`src/rtl/vol_pkg.sv`:
```
// Shared types and default timing constants for the volume pushbutton controller.
package vol_pkg;

    typedef enum logic [1:0] {
        IDLE     = 2'd0,
        UP_HOLD  = 2'd1,
        DWN_HOLD = 2'd2,
        LOCK     = 2'd3
    } vol_state_e;

    localparam int unsigned DEF_DEB_CNT = 500000;
    localparam int unsigned DEF_RPT_DLY = 25000000;
    localparam int unsigned DEF_RPT_PER = 5000000;

    // Bits needed to hold values 0 .. n-1 (at least one bit).
    function automatic int unsigned cnt_w(input int unsigned n);
        return (n < 2) ? 1 : $clog2(n);
    endfunction

endpackage

```
`src/rtl/vol_debounce.sv`:
```
// Two-flop synchronizer followed by a stability-window debouncer for one raw button.
module vol_debounce
    import vol_pkg::*;
#(
    parameter int unsigned DEB_CNT = DEF_DEB_CNT
) (
    input  logic clk,
    input  logic rst,
    input  logic btn_raw,
    output logic btn_deb
);

    localparam int unsigned CW = cnt_w(DEB_CNT);

    logic [1:0]    sync_q, sync_d;
    logic [CW-1:0] cnt_q, cnt_d;
    logic          deb_q, deb_d;

    // Counter runs only while the synchronized input disagrees with the debounced value.
    always_comb begin
        sync_d = {sync_q[0], btn_raw};
        cnt_d  = '0;
        deb_d  = deb_q;
        if (sync_q[1] != deb_q) begin
            if (cnt_q == CW'(DEB_CNT - 1)) begin
                deb_d = sync_q[1];
            end else begin
                cnt_d = cnt_q + CW'(1);
            end
        end
    end

    always_ff @(posedge clk or posedge rst) begin
        if (rst) begin
            sync_q <= '0;
            cnt_q  <= '0;
            deb_q  <= 1'b0;
        end else begin
            sync_q <= sync_d;
            cnt_q  <= cnt_d;
            deb_q  <= deb_d;
        end
    end

    assign btn_deb = deb_q;

endmodule

```
`src/rtl/vol_btn_ctrl.sv`:
```
// Volume up/down pushbutton controller: debounce, press arbitration, single-cycle step pulses.
// Optional auto-repeat while a single button is held: define VOL_AUTO_REPEAT_EN.
module vol_btn_ctrl
    import vol_pkg::*;
#(
    parameter int unsigned DEB_CNT = DEF_DEB_CNT,
    parameter int unsigned RPT_DLY = DEF_RPT_DLY,
    parameter int unsigned RPT_PER = DEF_RPT_PER
) (
    input  logic clk,
    input  logic rst,
    input  logic btn_up,
    input  logic btn_dwn,
    output logic step_up,
    output logic step_dwn
);

    if (DEB_CNT == 0 || RPT_DLY == 0 || RPT_PER == 0) begin : g_bad_param
        $error("vol_btn_ctrl: DEB_CNT, RPT_DLY and RPT_PER must be nonzero");
    end

    logic       up_deb, dwn_deb;
    vol_state_e state_q, state_d;
    logic       step_up_q, step_up_d;
    logic       step_dwn_q, step_dwn_d;

    vol_debounce #(.DEB_CNT(DEB_CNT)) u_deb_up (
        .clk     (clk),
        .rst     (rst),
        .btn_raw (btn_up),
        .btn_deb (up_deb)
    );

    vol_debounce #(.DEB_CNT(DEB_CNT)) u_deb_dwn (
        .clk     (clk),
        .rst     (rst),
        .btn_raw (btn_dwn),
        .btn_deb (dwn_deb)
    );

`ifdef VOL_AUTO_REPEAT_EN
    localparam int unsigned TW = cnt_w((RPT_DLY > RPT_PER) ? RPT_DLY : RPT_PER);
    logic [TW-1:0] tmr_q, tmr_d;
`endif

    // In IDLE a high debounced level is always a fresh press: every path back to IDLE needs it low.
    always_comb begin
        state_d    = state_q;
        step_up_d  = 1'b0;
        step_dwn_d = 1'b0;
`ifdef VOL_AUTO_REPEAT_EN
        tmr_d      = '0;
`endif
        case (state_q)
            IDLE: begin
                if (up_deb && dwn_deb) begin
                    state_d = LOCK;
                end else if (up_deb) begin
                    state_d   = UP_HOLD;
                    step_up_d = 1'b1;
`ifdef VOL_AUTO_REPEAT_EN
                    tmr_d     = TW'(RPT_DLY - 1);
`endif
                end else if (dwn_deb) begin
                    state_d    = DWN_HOLD;
                    step_dwn_d = 1'b1;
`ifdef VOL_AUTO_REPEAT_EN
                    tmr_d      = TW'(RPT_DLY - 1);
`endif
                end
            end
            UP_HOLD, DWN_HOLD: begin
                if ((state_q == UP_HOLD) ? !up_deb : !dwn_deb) begin
                    state_d = IDLE;
                end else if ((state_q == UP_HOLD) ? dwn_deb : up_deb) begin
                    state_d = LOCK;
                end else begin
`ifdef VOL_AUTO_REPEAT_EN
                    if (tmr_q == '0) begin
                        step_up_d  = (state_q == UP_HOLD);
                        step_dwn_d = (state_q == DWN_HOLD);
                        tmr_d      = TW'(RPT_PER - 1);
                    end else begin
                        tmr_d = tmr_q - TW'(1);
                    end
`endif
                end
            end
            LOCK: begin
                if (!up_deb && !dwn_deb) begin
                    state_d = IDLE;
                end
            end
            default: state_d = IDLE;
        endcase
    end

    always_ff @(posedge clk or posedge rst) begin
        if (rst) begin
            state_q    <= IDLE;
            step_up_q  <= 1'b0;
            step_dwn_q <= 1'b0;
        end else begin
            state_q    <= state_d;
            step_up_q  <= step_up_d;
            step_dwn_q <= step_dwn_d;
        end
    end

`ifdef VOL_AUTO_REPEAT_EN
    always_ff @(posedge clk or posedge rst) begin
        if (rst) begin
            tmr_q <= '0;
        end else begin
            tmr_q <= tmr_d;
        end
    end
`endif

    assign step_up  = step_up_q;
    assign step_dwn = step_dwn_q;

endmodule
```
`config.mk`:
```
export PLATFORM = sky130hd
export DESIGN_NAME = vol_btn_ctrl
export DESIGN_NICKNAME = d
export VERILOG_FILES = /design/src/rtl/vol_pkg.sv /design/src/rtl/vol_debounce.sv /design/src/rtl/vol_btn_ctrl.sv
export SDC_FILE = /design/constraint.sdc
export NUM_CORES = 1
export LEC_CHECK = 0
export ABC_AREA = 1
export CAP_MARGIN = 30
export CORE_MARGIN = 1
export CORE_UTILIZATION = 36
export CTS_BUF_LIST = sky130_fd_sc_hd__clkbuf_8
export CTS_CLUSTER_SIZE = 24
export DETAILED_ROUTE_END_ITERATION = 6
export PLACE_DENSITY = 0.55
export SKIP_CTS_REPAIR_TIMING = 1
export SLEW_MARGIN = 10
export SYNTH_ARGS = -nofsm -noshare
export SYNTH_HDL_FRONTEND = slang
export SYNTH_HIERARCHICAL = 1
export SYNTH_SLANG_ARGS = --single-unit
```
`constraint.sdc`:
```
create_clock -name clk -period 1.6 [get_ports clk]
set_input_delay 0.24 -clock clk [delete_from_list [all_inputs] [get_ports clk]]
set_output_delay 0.24 -clock clk [all_outputs]
set_load 0.03 [all_outputs]
```
==> run_results.csv, run 1 <==
group,metric,value,unit
setup_path,criticalPathCategory,"reg2reg",
final_layout,final_area,3059,µm²
sta,period_minus_slack,1.451,ns
sta,fin_crit_sh,0.9068,
setup_path,critPathMaxFanout,4,
final_layout,diodes,0,
logic_synthesis,ys.warnings.count,6,
setup_path,start_kind,"flip-flop",
final_layout,utilization,0.4173,
routing,firstDrtPassIters,4,
power,peakVddDrop,314.5,µV
setup_path,cp.arrival,1.65,ns
floorplan,core_area,7331,µm²
placed_design,postPlaceCellArea,2967,µm²
clocking,cts-root-buf,"clkbuf_8",
floorplan,dieArea,8007,µm²
setup_path,critical_path_required,1.80,ns
placed_design,dp_slack,0.1516,ns
final_layout,mostFrequentLayoutCells,"66 x nor2_1, 57 x nand2_1, 48 x dfrtp_1, 43 x inv_1, 19 x nand2_2",
setup_path,path_delay_family,"simple AND/OR/NAND/NOR gates",
setup_path,slowest_stage,"dfrtp_1",
sta,maxSlewViolCount,0,
grt,grt_max_degree,23,
clocking,cts_tree,"done",
routing,ant_nets,0,
clocking,cts.clk_slew.worst_paths,0.09,ns
routing,drt_iter0_markers,64,
setup_path,slowest_delay,0.38,ns
routing,viasPerCell,4.481,
power,p_total,2.057,mW
logic_synthesis,avgSynthCellArea,8.103,µm²
logic_synthesis,syn_inst,340,
grt,overflow,0,
clocking,clk-insertion-delay-late,0.30,ns
grt,grt_util_all_layers,0.1466,
sta,hold_violations,0,
power,p_leak,1.296,nW
floorplan,num_rows,31,
clocking,cts.sinks,48,
sta,worst_hold_slack,0.1737,ns
placed_design,gp_congestion,0.8334,
sta,rsz0062_at_grt,"false",
clocking,cts_buffers,5,
floorplan,ios,6,
sta,fin_skew,0.01073,ns
routing,drcViolationCount,0,
floorplan,initial_core_util,0.3758,
sta,max_freq,689.3,MHz
run,maxCapViolCount,0,
routing,num_vias,2048,
grt,grt_pass1_wl,8880,µm
logic_synthesis,syn_nets,349,
setup_path,crit_chain,"ha_1 -> nand2_2 -> nor2_2 -> nand2_4 -> nor2_2 -> nand3_1 -> nand3_1 -> nor2_1",
power,powerDensity,672.3,nW/µm²
final_layout,nNetsFinal,366,
hold_path,min_path_type,"in2async",
final_layout,layoutNonFillerInstCount,457,
sta,setup_ws,0.1492,ns
outcome,status,"complete, no violations",
setup_path,critical_path_depth,8,
placed_design,dpl.hpwl,3921,µm
routing,totalWireLength,5149,µm
sta,slew_headroom,0.7846,
setup_path,crit_buf_inv,0,
grt,antenna_found_initial,0,
logic_synthesis,post_synth_instance_area,2755,µm²
placed_design,io_buffers,5,
clocking,clk_path_buf_depth,2,
setup_path,worstRegToRegCells,8,
sta,setup_viol,0,
routing,wl_per_cell,11.27,µm
sta,max_slew.worst_pin.slew,0.3225,ns
final_layout,area_growth,11.04,%
final_layout,final_common_cell,"nor2_1",
logic_synthesis,ys_seq_area_frac,0.4360,
logic_synthesis,ys_ff_latch,48,
sta,setup_tns,0,ns
floorplan,dieHeight,89.48,µm
grt,grt_pass1_vias,1930,
clocking,cts_max_level,2,
final_layout,layout-drive-gt1-share,0.2011,
logic_synthesis,synth.distinct_cells,26,
setup_path,end_kind,"flip-flop",
placed_design,placedCellCount,449,
floorplan,die_w,89.48,µm
-- state kept, by name, summed over array words and instances (netlist names) --
| name | flops |
|---|---|
| u_deb_up/btn_deb | 1 |
| step_dwn | 1 |
| state_q | 2 |
| u_deb_dwn/btn_deb | 1 |
| u_deb_up/cnt_q | 19 |
| step_up | 1 |
| u_deb_dwn/sync_q | 2 |
| u_deb_up/sync_q | 2 |
| u_deb_dwn/cnt_q | 19 |
-- report_power, final --
part / total (mW) / switching (mW) / internal, mW / leakage [nW]
sequential: 1.24 / 0.0114 / 1.23 / 0.656
combinational: 0.0901 / 0.0603 / 0.0298 / 0.591
clock: 0.726 / 0.421 / 0.306 / 0.0479
-- synthesized netlist by cell type --
cell type,number,area [µm²]
o22ai_1,2,12.51
nor2_1,66,247.7
o21ai_0,1,5.000
nor3b_1,2,15.01
o21ai_1,4,20.02
nand2_2,19,118.9
dfrtp_1,48,1201
inv_1,43,161.4
o21bai_1,3,22.52
a21oi_2,2,17.52
xor2_2,2,32.53
nand2_4,2,22.52
xor2_1,10,87.58
a21oi_1,9,45.04
nand3_2,7,70.07
xnor2_1,4,35.03
nor3_1,3,15.01
nor3b_2,2,25.02
ha_1,5,62.56
nand3_1,18,90.09
nor2_4,10,112.6
nand4_1,4,25.02
nand2_1,57,214.0
o21a_1,2,15.01
nor2_2,10,62.56
inv_2,5,18.77
-- per-layer routing --
metal / up-vias / share of wire / GRT usage / routed length [µm]
li1: 1087 / - / - / -
met2: 17 / 0.47 / 0.2415 / 2406
met1: 940 / 0.50 / 0.1924 / 2596
met4: 0 / 0.0050 / 0.04906 / 26
met5: - / 0 / 0 / 0
met3: 4 / 0.023 / 0.02955 / 119
-- path summary, 6_finish.rpt --
kind | startpoint | endpoint | slack [ns]
min in group clk | btn_up | u_deb_up/sync_q[0]$_DFF_PP0_ | 0.37
worst max-delay path | u_deb_dwn/cnt_q[0]$_DFF_PP0_ | u_deb_dwn/cnt_q[18]$_DFF_PP0_ | 0.15
max in group asynchronous | rst | u_deb_dwn/cnt_q[0]$_DFF_PP0_ | 1.03
worst min register to register | u_deb_dwn/sync_q[0]$_DFF_PP0_ | u_deb_dwn/sync_q[1]$_DFF_PP0_ | 0.37
worst max register to register | u_deb_dwn/cnt_q[0]$_DFF_PP0_ | u_deb_dwn/cnt_q[18]$_DFF_PP0_ | 0.15
worst min-delay path | rst | step_dwn$_DFF_PP0_ | 0.17
-- cell families after synthesis --
kind of cell / share of synthesized area
xor+xnor: 0.05631
buf+inv: 0.06539
fa+ha+maj: 0.02271
flops: 0.4360
compound gates: 0.04995
simple gates: 0.3697
-- area by class of cell --
cell class | instances | area [µm²]
Fill cell | 713 | 4272
Multi-Input combinational cell | 244 | 1374
Sequential cell | 48 | 1201
Inverter | 48 | 180.2
Tap cell | 99 | 123.9
Timing Repair Buffer | 10 | 92.59
Clock buffer | 5 | 68.82
Clock inverter | 3 | 18.77
No activity file was read; power rests on OpenSTA's default activity.
==> run 2, diff against run 1 <==
--- a/config.mk
+++ b/config.mk
@@ -5,7 +5,6 @@
 export SDC_FILE = /design/constraint.sdc
 export NUM_CORES = 1
 export LEC_CHECK = 0
-export ABC_AREA = 1
 export CAP_MARGIN = 30
 export CORE_MARGIN = 1
 export CORE_UTILIZATION = 36
@@ -19,3 +18,4 @@
 export SYNTH_HDL_FRONTEND = slang
 export SYNTH_HIERARCHICAL = 1
 export SYNTH_SLANG_ARGS = --single-unit
+export TNS_END_PERCENT = 10
==> run 2 against run 1 <==
Sequential share of layout area up 1.2 points. Sequential cell count stayed put. The run now ends with design-rule violations, negative setup slack left. Register-to-register slack worse by 0.23 ns. Synthesized area down 12%.
==> run_results.csv, run 2 <==
group,metric,value,unit
routing,drcViolationCount,2,
outcome,status,"finished with violations",
setup_path,start_kind,"flip-flop",
logic_synthesis,avgSynthCellArea,10.48,µm²
placed_design,gp_congestion,0.8180,
logic_synthesis,synth.distinct_cells,37,
final_layout,diodes,0,
logic_synthesis,yosys-top-cells-count,"48 x dfrtp_1, 32 x nor2_1, 16 x xor2_1",
logic_synthesis,post_synth_instance_area,2432,µm²
setup_path,crit_buf_inv,0,
sta,max_freq,595.5,MHz
clocking,cts-root-buf,"clkbuf_8",
sta,setup_ws,-0.07931,ns
sta,fin_skew,0.008677,ns
sta,period_minus_slack,1.679,ns
floorplan,die_w,84.20,µm
grt,overflow,0,
floorplan,initial_core_util,0.3787,
setup_path,slowest_delay,0.55,ns
routing,met2_length,2428,µm
logic_synthesis,synth.area.top_cells,"dfrtp_1 49%, xor2_1 5.8%, xnor2_1 5.0%",
logic_synthesis,async_reset_ff_frac,1.000,
setup_path,ff2ff_setup_slack,-0.08,ns
setup_path,end_kind,"flip-flop",
hold_path,min_path_type,"in2async",
final_layout,mostFrequentLayoutCells,"48 x dfrtp_1, 42 x buf_4, 31 x nor2_1, 16 x xor2_1, 14 x xnor2_1",
placed_design,placedCellCount,350,
logic_synthesis,yosysTopAreaCellShare,0.4938,
routing,firstDrtPassIters,6,
sta,maxSlewViolCount,0,
power,powerDensity,711.6,nW/µm²
final_layout,nNetsFinal,289,
sta,worst_hold_slack,0.1686,ns
setup_path,critical_path_required,1.79,ns
clocking,cts.sinks,48,
run,maxCapViolCount,0,
routing,viasPerCell,5.145,
clocking,clk-insertion-delay-late,0.30,ns
setup_path,critPathMaxFanout,3,
setup_path,cp.arrival,1.87,ns
setup_path,slowest_stage,"or4_4",
sta,setup_viol,26,
outcome,violations,"design-rule violations, negative setup slack",
placed_design,io_buffers,5,
grt,grt_max_degree,23,
logic_synthesis,syn_inst,232,
floorplan,core_area,6422,µm²
clocking,cts_max_level,2,
routing,wl_met1,2236,µm
final_layout,final_common_cell,"dfrtp_1",
logic_synthesis,ys.warnings.count,6,
routing,num_vias,1842,
final_layout,layout-drive-gt1-share,0.2313,
setup_path,path_delay_family,"simple AND/OR/NAND/NOR gates",
grt,grt_pass1_vias,1920,
clocking,clk_path_buf_depth,2,
sta,fin_crit_sh,1.050,
power,p_leak,1.321,nW
grt,grt_pass1_wl,8721,µm
clocking,cts_buffers,5,
setup_path,criticalPathCategory,"reg2reg",
floorplan,num_rows,29,
floorplan,ios,6,
power,peakVddDrop,353.2,µV
logic_synthesis,synth_most_common_cell,"dfrtp_1",
grt,antenna_found_initial,0,
routing,wl_per_cell,13.44,µm
final_layout,reg_top3,"u_deb_dwn/cnt_q: 19 flops, u_deb_up/cnt_q: 19 flops",
routing,totalWireLength,4812,µm
logic_synthesis,syn_nets,241,
floorplan,dieArea,7089,µm²
setup_path,r2r-start,"u_deb_up/cnt_q[11]$_DFF_PP0_",
clocking,cts_tree,"done",
clocking,cts.clk_slew.worst_paths,0.09,ns
logic_synthesis,ys_ff_latch,48,
logic_synthesis,synth_edf_count,0,
routing,drt_iter0_markers,59,
routing,top_layer_used,"met4",
final_layout,area_growth,21.97,%
logic_synthesis,ys_seq_area_frac,0.4938,
setup_path,r2r_end,"u_deb_up/btn_deb$_DFFE_PP0P_",
logic_synthesis,synth_top_area_cell,"dfrtp_1",
sta,max_slew.worst_pin.slew,0.3580,ns
final_layout,nFillCells,609,
sta,slew_headroom,0.7583,
sta,hold_violations,0,
setup_path,crit_chain,"or4_4 -> nor3_4 -> nand2_1 -> mux2_4",
routing,wl_met3,92,µm
grt,grt_util_all_layers,0.1554,
routing,ant_nets,0,
setup_path,worstRegToRegCells,4,
placed_design,dpl.hpwl,3559,µm
logic_synthesis,synth-main-ff-cell,"dfrtp_1",
final_layout,layoutNonFillerInstCount,358,
floorplan,dieHeight,84.20,µm
sta,rsz0062_at_grt,"true",
-- run 2: layout make-up --
type | instances | area [µm²] | area share
Clock buffer | 6 | 82.58 | 0.02784
Clock inverter | 2 | 13.76 | 0.004639
Inverter | 9 | 33.78 | 0.01139
Multi-Input combinational cell | 167 | 1134 | 0.3821
Sequential cell | 48 | 1201 | 0.4049
Tap cell | 77 | 96.34 | 0.03248
Timing Repair Buffer | 49 | 405.4 | 0.1367
-- run 2: worst max-delay path by stage --
stage	start	to	slack, ns	cells after the start
after global placement	u_deb_dwn/cnt_q[7]$_DFF_PP0_	u_deb_dwn/btn_deb$_DFFE_PP0P_	-0.02	4
after CTS	u_deb_up/cnt_q[7]$_DFF_PP0_	u_deb_up/btn_deb$_DFFE_PP0P_	-0.07	4
final	u_deb_up/cnt_q[11]$_DFF_PP0_	u_deb_up/btn_deb$_DFFE_PP0P_	-0.08	4
after detailed placement	u_deb_up/cnt_q[7]$_DFF_PP0_	u_deb_up/btn_deb$_DFFE_PP0P_	-0.05	4
after global routing	u_deb_up/cnt_q[11]$_DFF_PP0_	u_deb_up/cnt_q[17]$_DFF_PP0_	-0.15	5
after floorplan	u_deb_dwn/cnt_q[7]$_DFF_PP0_	u_deb_dwn/cnt_q[14]$_DFF_PP0_	-0.03	6
-- run 2: cell families after synthesis --
group,count (synthesis),synth area share
simple gates,108,0.2505
compound gates,21,0.05658
flops,48,0.4938
buf+inv,17,0.04681
mux,3,0.01852
xor+xnor,30,0.1080
fa+ha+maj,5,0.02572
-- run 2: through the flow --
step                worst slack (ns)  setup TNS, ns  power [mW]    util  area [µm²]
finish                      -0.07931        -0.7819       2.111  0.4619        2967
global route                 -0.1521         -3.480       2.199  0.4619        2967
CTS                         -0.07481        -0.8476       2.147  0.4594        2950
detailed placement          -0.05490        -0.4616       1.368  0.4444        2854
global placement            -0.02427       -0.04332       1.367  0.4444        2854
floorplan                   -0.02940        -0.6154       1.330       -        2432
-- run 2: power breakdown --
| group | total (mW) | leakage [nW] | internal (mW) | switching, mW |
|---|---|---|---|---|
| Sequential | 1.24 | 0.656 | 1.23 | 0.0141 |
| Combinational | 0.0970 | 0.613 | 0.0431 | 0.0539 |
| Clock | 0.771 | 0.0516 | 0.354 | 0.417 |
| Total | 2.11 | 1.32 | 1.63 | 0.485 |
-- run 2: metal layers --
metal,up-vias,track usage
li1,908,-
met1,914,0.1833
met2,15,0.2735
met3,5,0.03343
met4,0,0.06583
met5,-,0
==> run 3, diff against run 2 <==
--- a/config.mk
+++ b/config.mk
@@ -11,6 +11,7 @@
 export CTS_BUF_LIST = sky130_fd_sc_hd__clkbuf_8
 export CTS_CLUSTER_SIZE = 24
 export DETAILED_ROUTE_END_ITERATION = 6
+export GPL_TIMING_DRIVEN = 0
 export PLACE_DENSITY = 0.55
 export SKIP_CTS_REPAIR_TIMING = 1
 export SLEW_MARGIN = 10
==> run 3 against run 2 <==
The flow still finishes with violations (design-rule violations, negative setup slack). Largest power group unchanged. Fmax is 3.9% lower. Combinational power is 11% higher. Sequential cell count unchanged. Critical path depth is 2 higher. Via count down 5.9%. Register-to-register slack worse by 0.07 ns. Largest cell class unchanged. Die area unchanged.
==> run_results.csv, run 3 (synthesized netlist as in run 2, its figures left out) <==
group,metric,value,unit
routing,totalWireLength,4542,µm
floorplan,initial_core_util,0.3787,
sta,hold_violations,0,
outcome,status,"finished with violations",
routing,viasPerCell,5.161,
clocking,cts_max_level,2,
grt,grt_pass1_wl,7948,µm
routing,drcViolationCount,2,
floorplan,die_w,84.20,µm
final_layout,area_growth,18.83,%
power,p_leak,1.209,nW
routing,drt_iter0_markers,65,
clocking,cts-root-buf,"clkbuf_8",
placed_design,postPlaceCellArea,2579,µm²
outcome,violations,"design-rule violations, negative setup slack",
sta,max_slew.worst_pin.slew,0.8052,ns
grt,overflow,0,
setup_path,end_kind,"flip-flop",
final_layout,nFillCells,597,
final_layout,final_area,2890,µm²
clocking,cts.clk_slew.worst_paths,0.09,ns
setup_path,critPathMaxFanout,10,
hold_path,min_path_type,"in2async",
final_layout,seqCellArea,1206,µm²
floorplan,dieArea,7089,µm²
final_layout,diodes,0,
setup_path,ff2ff_setup_slack,-0.15,ns
sta,setup_viol,36,
placed_design,io_buffers,5,
final_layout,final_common_cell,"dfrtp_1",
sta,setup_ws,-0.1469,ns
floorplan,core_area,6422,µm²
final_layout,utilization,0.4500,
sta,fin_crit_sh,1.092,
grt,antenna_found_initial,0,
final_layout,layout-drive-gt1-share,0.2162,
power,peakVddDrop,304.7,µV
grt,grt_max_degree,23,
clocking,cts_buffers,5,
floorplan,dieHeight,84.20,µm
sta,maxSlewViolCount,0,
final_layout,reg_top3,"u_deb_dwn/cnt_q: 19 flops, u_deb_up/cnt_q: 19 flops",
floorplan,ios,6,
floorplan,num_rows,29,
setup_path,start_kind,"flip-flop",
placed_design,gp_congestion,0.8019,
final_layout,mostFrequentLayoutCells,"44 x dfrtp_1, 29 x nor2_1, 16 x xor2_1, 14 x xnor2_1, 14 x buf_4",
setup_path,critical_path_required,1.79,ns
clocking,cts_tree,"done",
placed_design,dpl.hpwl,3105,µm
sta,rsz0062_at_grt,"true",
routing,firstDrtPassIters,6,
grt,grt_pass1_vias,1721,
sta,fin_skew,0.008192,ns
final_layout,nNetsFinal,267,
routing,num_vias,1734,
sta,period_minus_slack,1.747,ns
final_layout,multi_input_area,1179,µm²
clocking,clk_path_buf_depth,2,
routing,ant_nets,0,
sta,worst_hold_slack,0.1771,ns
power,powerDensity,780.5,nW/µm²
grt,grt_util_all_layers,0.1424,
clocking,cts.sinks,48,
power,p_total,2.256,mW
clocking,clk-insertion-delay-late,0.30,ns
routing,wl_per_cell,13.52,µm
sta,slew_headroom,0.4626,
setup_path,criticalPathCategory,"reg2reg",
sta,max_freq,572.5,MHz
setup_path,cp.arrival,1.94,ns
run,maxCapViolCount,0,
## run 3: cell type report
cell class	count	area share
buffer	7	0.02684
clock buffer	5	0.02381
clock inverter	3	0.01602
inverter	9	0.01169
multi-input combinational	167	0.4078
sequential	48	0.4173
tap	77	0.03333
timing repair buffer	20	0.06320
## run 3: power by group
part	switching, mW	internal [mW]
registers	0.0182	1.23
clock network	0.428	0.471
logic	0.0563	0.0520
## run 3: metal layers
metal,share of wire,track usage,vias to the layer above
met5,0,0,-
met4,0.014,0.05956,0
met3,0.020,0.02753,5
met2,0.48,0.2385,15
met1,0.49,0.1807,848
li1,-,-,866
## run 3: final timing paths
kind,from,end,cells after the start
min,rst,u_deb_up/btn_deb$_DFFE_PP0P_,2
min in group clk,u_deb_dwn/sync_q[0]$_DFF_PP0_,u_deb_dwn/sync_q[1]$_DFF_PP0_,0
max reg2reg,u_deb_up/cnt_q[10]$_DFF_PP0_,u_deb_up/cnt_q[13]$_DFF_PP0_,6
max,u_deb_up/cnt_q[10]$_DFF_PP0_,u_deb_up/cnt_q[13]$_DFF_PP0_,6
min reg2reg,u_deb_dwn/sync_q[0]$_DFF_PP0_,u_deb_dwn/sync_q[1]$_DFF_PP0_,0
max in group asynchronous,rst,u_deb_dwn/cnt_q[11]$_DFF_PP0_,2
## run 3: worst max-delay path: stages (launching register included)
cell and delay (ns):
dfrtp_1 0.43, or4_4 0.56, nor3_4 0.21, a21bo_1 0.14, buf_6 0.13, buf_12 0.12, nor2_1 0.05
## run 3: through the flow
| step | setup WS [ns] | cells | setup TNS [ns] |
|---|---|---|---|
| 6_report | -0.1469 | 336 | -3.786 |
| 5_1_grt | -0.2317 | 336 | -6.242 |
| 3_3_place_gp | -0.1806 | 314 | -3.402 |
| 4_1_cts | -0.1946 | 322 | -4.705 |
| 3_5_place_dp | -0.1862 | 314 | -4.178 |
| 2_1_floorplan | -0.02940 | 232 | -0.6154 |
